### config.mk
export PLATFORM = sky130hd
export DESIGN_NAME = booth_r4_seq_mul_flat
export DESIGN_NICKNAME = d
export VERILOG_FILES = /design/src/rtl/booth_r4_seq_mul_pkg.sv /design/src/rtl/booth_r4_seq_mul_if.sv /design/src/rtl/booth_r4_seq_mul_step.sv /design/src/rtl/booth_r4_seq_mul.sv /design/src/flat_wrapper.sv
export SDC_FILE = /design/constraint.sdc
export NUM_CORES = 1
export LEC_CHECK = 0
export ABC_AREA = 1
export BUFFER_PORTS_ARGS = -buffer_cell sky130_fd_sc_hd__buf_2
export CELL_PAD_IN_SITES_DETAIL_PLACEMENT = 1
export CELL_PAD_IN_SITES_GLOBAL_PLACEMENT = 1
export CORE_MARGIN = 2
export CORE_UTILIZATION = 40
export CTS_BUF_LIST = sky130_fd_sc_hd__clkbuf_4 sky130_fd_sc_hd__clkbuf_8 sky130_fd_sc_hd__clkbuf_16
export CTS_CLUSTER_SIZE = 16
export DETAILED_ROUTE_END_ITERATION = 10
export HOLD_SLACK_MARGIN = 0.03
export PLACE_DENSITY = 0.87
export SKIP_LAST_GASP = 1
export SLEW_MARGIN = 20
export SYNTH_ARGS = -nofsm -noshare
export SYNTH_HDL_FRONTEND = slang
export SYNTH_SLANG_ARGS = --single-unit
### constraint.sdc
create_clock -name clk -period 3.66 [get_ports clk]
set_input_delay 0.366 -clock clk [delete_from_list [all_inputs] [get_ports clk]]
set_output_delay 0.366 -clock clk [all_outputs]
set_load 0.01 [all_outputs]
### src/rtl/booth_r4_seq_mul_pkg.sv
// Shared types for the radix-4 Booth sequential multiplier: FSM states, recoded
// digit operations and the Booth recoder.
package booth_r4_seq_mul_pkg;

   typedef enum logic [1:0] {
      StIdle = 2'b00,
      StExec = 2'b01,
      StDone = 2'b10
   } state_e;

   typedef enum logic [2:0] {
      Br4Zero,
      Br4P1,
      Br4P2,
      Br4M1,
      Br4M2
   } booth_op_e;

   // Recode {L[1], L[0], q_m1} into the addend selection.
   function automatic booth_op_e booth_decode(input logic [2:0] code);
      booth_op_e op;
      case (code)
         3'b001, 3'b010: op = Br4P1;
         3'b011:         op = Br4P2;
         3'b100:         op = Br4M2;
         3'b101, 3'b110: op = Br4M1;
         default:        op = Br4Zero;
      endcase
      return op;
   endfunction

endpackage

### src/rtl/booth_r4_seq_mul_if.sv
// Start/busy/done handshake and operand/result bus of the Booth multiplier.
interface booth_r4_seq_mul_if #(
   parameter int unsigned WIDTH = 64
);
   logic                 start;
   logic                 clear;
   logic                 signed_mode;
   logic [WIDTH-1:0]     multiplicand;
   logic [WIDTH-1:0]     multiplier;
   logic                 busy;
   logic                 done;
   logic [2*WIDTH-1:0]   result;

   modport master (
      output start, clear, signed_mode, multiplicand, multiplier,
      input  busy, done, result
   );

   modport slave (
      input  start, clear, signed_mode, multiplicand, multiplier,
      output busy, done, result
   );
endinterface

### src/rtl/booth_r4_seq_mul_step.sv
// One radix-4 Booth step: recode, add the selected multiple of M to H, then
// arithmetic-shift {H', L, q_m1} right by two.
module booth_r4_seq_mul_step
   import booth_r4_seq_mul_pkg::*;
#(
   parameter int unsigned EW = 66
) (
   input  logic [EW+1:0] h,
   input  logic [EW-1:0] l,
   input  logic          q_m1,
   input  logic [EW+1:0] m_ext,
   output logic [EW+1:0] h_nxt,
   output logic [EW-1:0] l_nxt,
   output logic          q_m1_nxt
);

   booth_op_e     op;
   logic [EW+1:0] addend;
   logic          cin;
   logic [EW+1:0] sum;

   always_comb begin
      op     = booth_decode({l[1:0], q_m1});
      addend = '0;
      cin    = 1'b0;
      // Negative digits use the inverted multiple plus a carry-in.
      case (op)
         Br4P1: addend = m_ext;
         Br4P2: addend = {m_ext[EW:0], 1'b0};
         Br4M1: begin
            addend = ~m_ext;
            cin    = 1'b1;
         end
         Br4M2: begin
            addend = ~{m_ext[EW:0], 1'b0};
            cin    = 1'b1;
         end
         default: addend = '0;
      endcase
      sum      = h + addend + {{(EW+1){1'b0}}, cin};
      h_nxt    = {{2{sum[EW+1]}}, sum[EW+1:2]};
      l_nxt    = {sum[1:0], l[EW-1:2]};
      q_m1_nxt = l[1];
   end

endmodule

### src/rtl/booth_r4_seq_mul.sv
// Iterative radix-4 Booth multiplier, WIDTH x WIDTH -> 2*WIDTH, one digit per
// clock, signed or unsigned, behind a start/busy/done handshake.
module booth_r4_seq_mul
   import booth_r4_seq_mul_pkg::*;
#(
   parameter int unsigned WIDTH = 64
) (
   input logic               clk,
   input logic               reset_n,
   booth_r4_seq_mul_if.slave bus
);

   localparam int unsigned EW    = WIDTH + 2;
   localparam int unsigned N     = EW / 2;
   localparam int unsigned CNT_W = $clog2(WIDTH / 2 + 2);

   state_e             state_q, state_d;
   logic [CNT_W-1:0]   cnt_q, cnt_d;
   logic [EW+1:0]      h_q, h_d;
   logic [EW-1:0]      l_q, l_d;
   logic               qm1_q, qm1_d;
   logic [EW+1:0]      m_q, m_d;
   logic [2*WIDTH-1:0] result_q, result_d;

   logic [EW+1:0]      h_step;
   logic [EW-1:0]      l_step;
   logic               qm1_step;
   logic               sext_m, sext_q, launch;

   booth_r4_seq_mul_step #(
      .EW (EW)
   ) u_step (
      .h        (h_q),
      .l        (l_q),
      .q_m1     (qm1_q),
      .m_ext    (m_q),
      .h_nxt    (h_step),
      .l_nxt    (l_step),
      .q_m1_nxt (qm1_step)
   );

   assign sext_m = bus.signed_mode & bus.multiplicand[WIDTH-1];
   assign sext_q = bus.signed_mode & bus.multiplier[WIDTH-1];

   always_comb begin
      state_d  = state_q;
      cnt_d    = cnt_q;
      h_d      = h_q;
      l_d      = l_q;
      qm1_d    = qm1_q;
      m_d      = m_q;
      result_d = result_q;
      launch   = 1'b0;

      case (state_q)
         StExec: begin
            if (bus.clear) begin
               state_d = StIdle;
            end else begin
               h_d   = h_step;
               l_d   = l_step;
               qm1_d = qm1_step;
               cnt_d = cnt_q + 1'b1;
               if (cnt_q == CNT_W'(N - 1)) begin
                  // Low 2*WIDTH bits of {H, L} after the final step.
                  result_d = {h_step[WIDTH-3:0], l_step};
                  state_d  = StDone;
               end
            end
         end
         StDone: begin
            if (bus.clear) begin
               state_d = StIdle;
            end else if (bus.start) begin
               launch = 1'b1;
            end
         end
         default: begin
            // Covers StIdle and the unused encoding 2'b11.
            state_d = StIdle;
            if (bus.start && !bus.clear) begin
               launch = 1'b1;
            end
         end
      endcase

      if (launch) begin
         state_d = StExec;
         cnt_d   = '0;
         h_d     = '0;
         l_d     = {{2{sext_q}}, bus.multiplier};
         qm1_d   = 1'b0;
         m_d     = {{4{sext_m}}, bus.multiplicand};
      end
   end

   always_ff @(posedge clk or negedge reset_n) begin
      if (!reset_n) begin
         state_q  <= StIdle;
         cnt_q    <= '0;
         h_q      <= '0;
         l_q      <= '0;
         qm1_q    <= 1'b0;
         m_q      <= '0;
         result_q <= '0;
      end else begin
         state_q  <= state_d;
         cnt_q    <= cnt_d;
         h_q      <= h_d;
         l_q      <= l_d;
         qm1_q    <= qm1_d;
         m_q      <= m_d;
         result_q <= result_d;
      end
   end

   assign bus.busy   = (state_q == StExec);
   assign bus.done   = (state_q == StDone);
   assign bus.result = result_q;

endmodule

### src/flat_wrapper.sv
// flat-port wrapper written by rule: the top's interface ports become plain ports
module booth_r4_seq_mul_flat import booth_r4_seq_mul_pkg::*;
#(
   parameter int unsigned WIDTH = 64
)
  (clk, reset_n, bus_start, bus_clear, bus_signed_mode, bus_multiplicand, bus_multiplier, bus_busy, bus_done, bus_result);
  booth_r4_seq_mul_if #(.WIDTH(WIDTH)) bus_i ();
  input logic clk;
  input logic reset_n;
  input wire logic [$bits(bus_i.start)-1:0] bus_start;
  input wire logic [$bits(bus_i.clear)-1:0] bus_clear;
  input wire logic [$bits(bus_i.signed_mode)-1:0] bus_signed_mode;
  input wire logic [$bits(bus_i.multiplicand)-1:0] bus_multiplicand;
  input wire logic [$bits(bus_i.multiplier)-1:0] bus_multiplier;
  output wire logic [$bits(bus_i.busy)-1:0] bus_busy;
  output wire logic [$bits(bus_i.done)-1:0] bus_done;
  output wire logic [$bits(bus_i.result)-1:0] bus_result;
  assign bus_i.start = bus_start;
  assign bus_i.clear = bus_clear;
  assign bus_i.signed_mode = bus_signed_mode;
  assign bus_i.multiplicand = bus_multiplicand;
  assign bus_i.multiplier = bus_multiplier;
  assign bus_busy = bus_i.busy;
  assign bus_done = bus_i.done;
  assign bus_result = bus_i.result;
  booth_r4_seq_mul #(.WIDTH(WIDTH)) u_core (.clk(clk), .reset_n(reset_n), .bus(bus_i));
endmodule
==> summary.md <==
| Metric | Value |
|---|---|
| Crit-path leading delay family | `compound AO/OA/AOI/OAI gates` |
| Fraction of the cycle the final worst path needs | `0.982` |
| Capturing point of the worst reg2reg path | `u_core.h_q[64]` |
| Hold WC Path Type | `in -> reg` |
| Cell count after synthesis | `2728` |
| Number of nets still failing antenna checks after routing | `0` |
| Hold violation total from the final report | `0` |
| Relative area change from synthesis to final layout | `30.8%` |
| Highest-count cells in the layout ignoring fill and taps | `942 x sky130_fd_sc_hd__nand2_1, 334 x sky130_fd_sc_hd__dfrtp_1, 318 x sky130_fd_sc_hd__inv_1, 261 x sky130_fd_sc_hd__buf_2, 192 x sky130_fd_sc_hd__o21ai_0` |
| Post-DP HPWL | `between 60000 and 70000 um` |
| Placeable core region | `48800 um^2` |
| Pin count of the biggest net entering global routing | `100` |
| Critical Path Source | `u_core.l_q[1]` |
| Syn Area/Cell | `a little over 7 um^2` |
| Area share of the largest cell type after synthesis | `0.423` |
| # IOs | `263` |
| Synthesis-stage register bit count | `between 300 and 400` |
| Final Max Tran Viols | `0` |
| Dominant cell type by count on the critical path | `sky130_fd_sc_hd__nand2_1` |
| Sinks on the clock net | `334` |
| FP Rows | `a little over 80` |
| Part of the Yosys area used for sequential elements | `0.423` |
| Total nets after synthesis | `2932` |
| Power density of the placed cells | `between 800 and 900 nW/um^2` |
| Critical Path Source Type | `flip-flop` |
| Pin slew with the least headroom to its limit | `about 1.1 ns` |
| Overall fraction of global-route tracks in use | `0.352` |
| Violation count after the first detailed-route iteration | `roughly 1.7k` |
| Overall via count from detail_route | `approximately 22k` |
| Worst path cell trace | `buf_4 > nand2_8 > buf_12 > buf_4 > nor2_1 > a221oi_1 > o21ai_0 > ha_1 > nand2_1 > nand2_1 > a21oi_1 > o21ai_0 > a21oi_1 > nand2_4 > nand2_1 > nand3_1 > nand3_1 > nand2_1` |
| Combined area of all synthesized cells | `just under 20000 um^2` |
| Result of the run | `finished, final reports clean` |
| Via count of the first global-routing pass | `~23k` |
| Final RePlAce weighted congestion | `0.978` |
| Clock period minus final worst setup slack | `3.59 ns` |
| Worst-skew pair later-pin latency | `0.58 ns` |
| Number of buffer and inverter instances along the worst setup path | `3` |
| CTS tree | `yes` |
| Fillers | `roughly 6.2k` |
| Max VDD drop | `roughly 0.41 mV` |
| Fraction of final layout cells sized beyond drive strength 1 | `0.212` |
| Max-slew headroom at the worst pin | `0.253` |
| Initial DRT Pass Iterations | `6` |
| Final non-filler cell total | `3891` |
| Levels on crit path | `18` |
| Cell taking the most area after synthesis | `sky130_fd_sc_hd__dfrtp_1` |
| Count of different cell masters after synthesis | `40` |
| Cells on worst reg2reg path | `18` |
| First-pass GRT wire length | `approximately 140000 um` |
| Total design power | `21.2 mW` |
| Root buffer selected by CTS | `sky130_fd_sc_hd__clkbuf_16` |
| Total of endpoints with negative setup slack in the final report | `0` |
| Total instance count after detailed placement | `between 3k and 4k` |
| Mean number of vias per cell | `between 5 and 6` |
| Internal reg-to-reg setup slack | `around 0.066 ns` |
| PortBufs | `262` |
| Antenna violations before repair | `7` |
| Die Outline Area | `roughly 50000 um^2` |
| RSZ-0062 raised after global routing | `yes` |
| Clock buffer count from CTS | `41` |
| Worst-path maximum fanout | `18` |
| Worst hold slack across all endpoints | `0.0463 ns` |
| Utilization of the core after routing | `0.529` |
| Post-Route Setup TNS | `0 ns` |
| Leakage power | `between 10 and 15 nW` |
| Maximum cell stage delay along the critical path | `around 0.4 ns` |
| Number of buffers between clock root and the deepest sink | `3` |
| DIE HEIGHT | `about 230 um` |
| Most frequent standard cell in the layout excluding fill and tap cells | `sky130_fd_sc_hd__nand2_1` |
| Class of the most critical setup path | `reg -> reg` |
| CP Data Required Time | `4.12 ns` |
| Initial Utilization | `0.404` |
| Maximum clock skew at final layout | `roughly 0.022 ns` |
| Clock-pin slew of the registers on the worst-case setup and hold paths | `~0.080 ns` |
| Top cells by area, synth | `sky130_fd_sc_hd__dfrtp_1 42%, sky130_fd_sc_hd__nand2_1 18%, sky130_fd_sc_hd__inv_1 6.1%, sky130_fd_sc_hd__o21ai_0 5.8%, sky130_fd_sc_hd__ha_1 4.4%` |
| Total wire length after detailed routing | `slightly above 90000 um` |
| GRT overflow | `0` |
| Post-layout net count | `approximately 3.4k` |
| Worst endpoint data arrival time | `4.05 ns` |
| Kind of end point of the critical path | `flip-flop` |
| Maximum level of the CTS H-tree | `2` |
| Crit path to | `u_core.h_q[64]` |
| Launching point of the worst reg2reg path | `u_core.l_q[1]` |
| Number of design rule violations left after detail routing | `0` |
| Reported max-cap violation count | `0` |
| Ys Warns | `0` |
| Post-detailed-route wirelength per cell | `approximately 24 um` |
| Max Freq | `about 280 MHz` |
| Max stage delay cell, worst path | `sky130_fd_sc_hd__dfrtp_1` |
| Die width | `226 um` |
## flip-flops by register name, summed over array words and instances, names as in the netlist
| register | count |
|---|---|
| u_core.m_q | 65 |
| u_core.l_q | 66 |
| u_core.qm1_q | 1 |
| u_core.h_q | 66 |
| u_core.state_q | 2 |
| u_core.bus.result | 128 |
| u_core.cnt_q | 6 |
## synth_stat cells (all sizes together)
master / count
o211ai: 2
nand3b: 19
nor4: 4
a221oi: 63
o21a: 3
nor3: 19
ha: 69
and2: 3
a21boi: 1
inv: 344
buf: 29
xnor2: 24
fa: 2
nand4: 6
o221ai: 63
nor2: 218
xor2: 4
a22o: 1
a21o: 3
clkbuf: 72
o21ai: 249
a21oi: 92
o21bai: 5
nand2: 981
a22oi: 2
nand3: 114
dfrtp: 334
or2: 2
## routing by layer
layer  GRT usage  vias to the layer above  routed length, um
met5           0                        -                  0
met4       0.229                        0               6550
met3      0.0475                      340               4620
met2       0.612                      926              45300
met1       0.407                    10839              36200
li1            -                     9783                  -
## report_power, final
group | switching (mW) | internal, mW | total [mW] | leakage, nW
registers | 0.950 | 4.70 | 5.65 | 4.42
clock network | 1.88 | 2.34 | 4.22 | 0.650
logic | 7.02 | 4.29 | 11.3 | 8.36
## layout make-up
type,instances,area [um^2],area share
diodes,8,20.0,0.000775
flip-flops and latches,334,8360,0.324
well taps,664,831,0.0322
clock buffers,52,1160,0.0448
inverters,344,1300,0.0503
clock inverters,19,180,0.00698
repair buffers,521,3740,0.145
multi-input cells,1949,10200,0.397
## repair_timing
action,CTS,global route
gates resized for setup,7,168
endpoints found under the setup margin,46,96
endpoints found under the hold margin,190,0
setup buffers,3,15
pin swaps,3,20
hold buffers,107,0
gates cloned,0,5
## logic make-up after synthesis
kind of cell,synth area share
compound gates,0.149
flops,0.423
simple gates,0.282
fa+ha+maj,0.0458
buf+inv,0.0873
xor+xnor,0.0124
## per-stage QoR
step,instance area [um^2],setup slack (ns)
global placement,22600,-0.210
global route,25800,-0.128
detailed placement,22600,-0.301
finish,25800,0.0659
CTS,25000,-0.0791
floorplan,19700,0.672
## worst min-delay path by stage
stage,startpoint,end,slack (ns),cells after the start
after global routing,bus_multiplier[52],u_core.l_q[52],0.06,3
after global placement,reset_n,u_core.bus.result[43],0.43,1
after CTS,bus_multiplicand[14],u_core.m_q[14],0.03,3
after floorplan,reset_n,u_core.bus.result[0],0.07,0
after detailed placement,reset_n,u_core.bus.result[43],0.45,1
final,bus_multiplier[37],u_core.l_q[37],0.05,3
## worst register-to-register path: cells and delay by family (launching register included)
family,cells,cell delay (ns)
and+or+nand+nor,9,1.08
AOI/OAI and AO/OA,5,1.08
buffers and inverters,3,0.53
DFF,1,0.40
adders and majority gates,1,0.38
(Power assumes the default switching activity.)
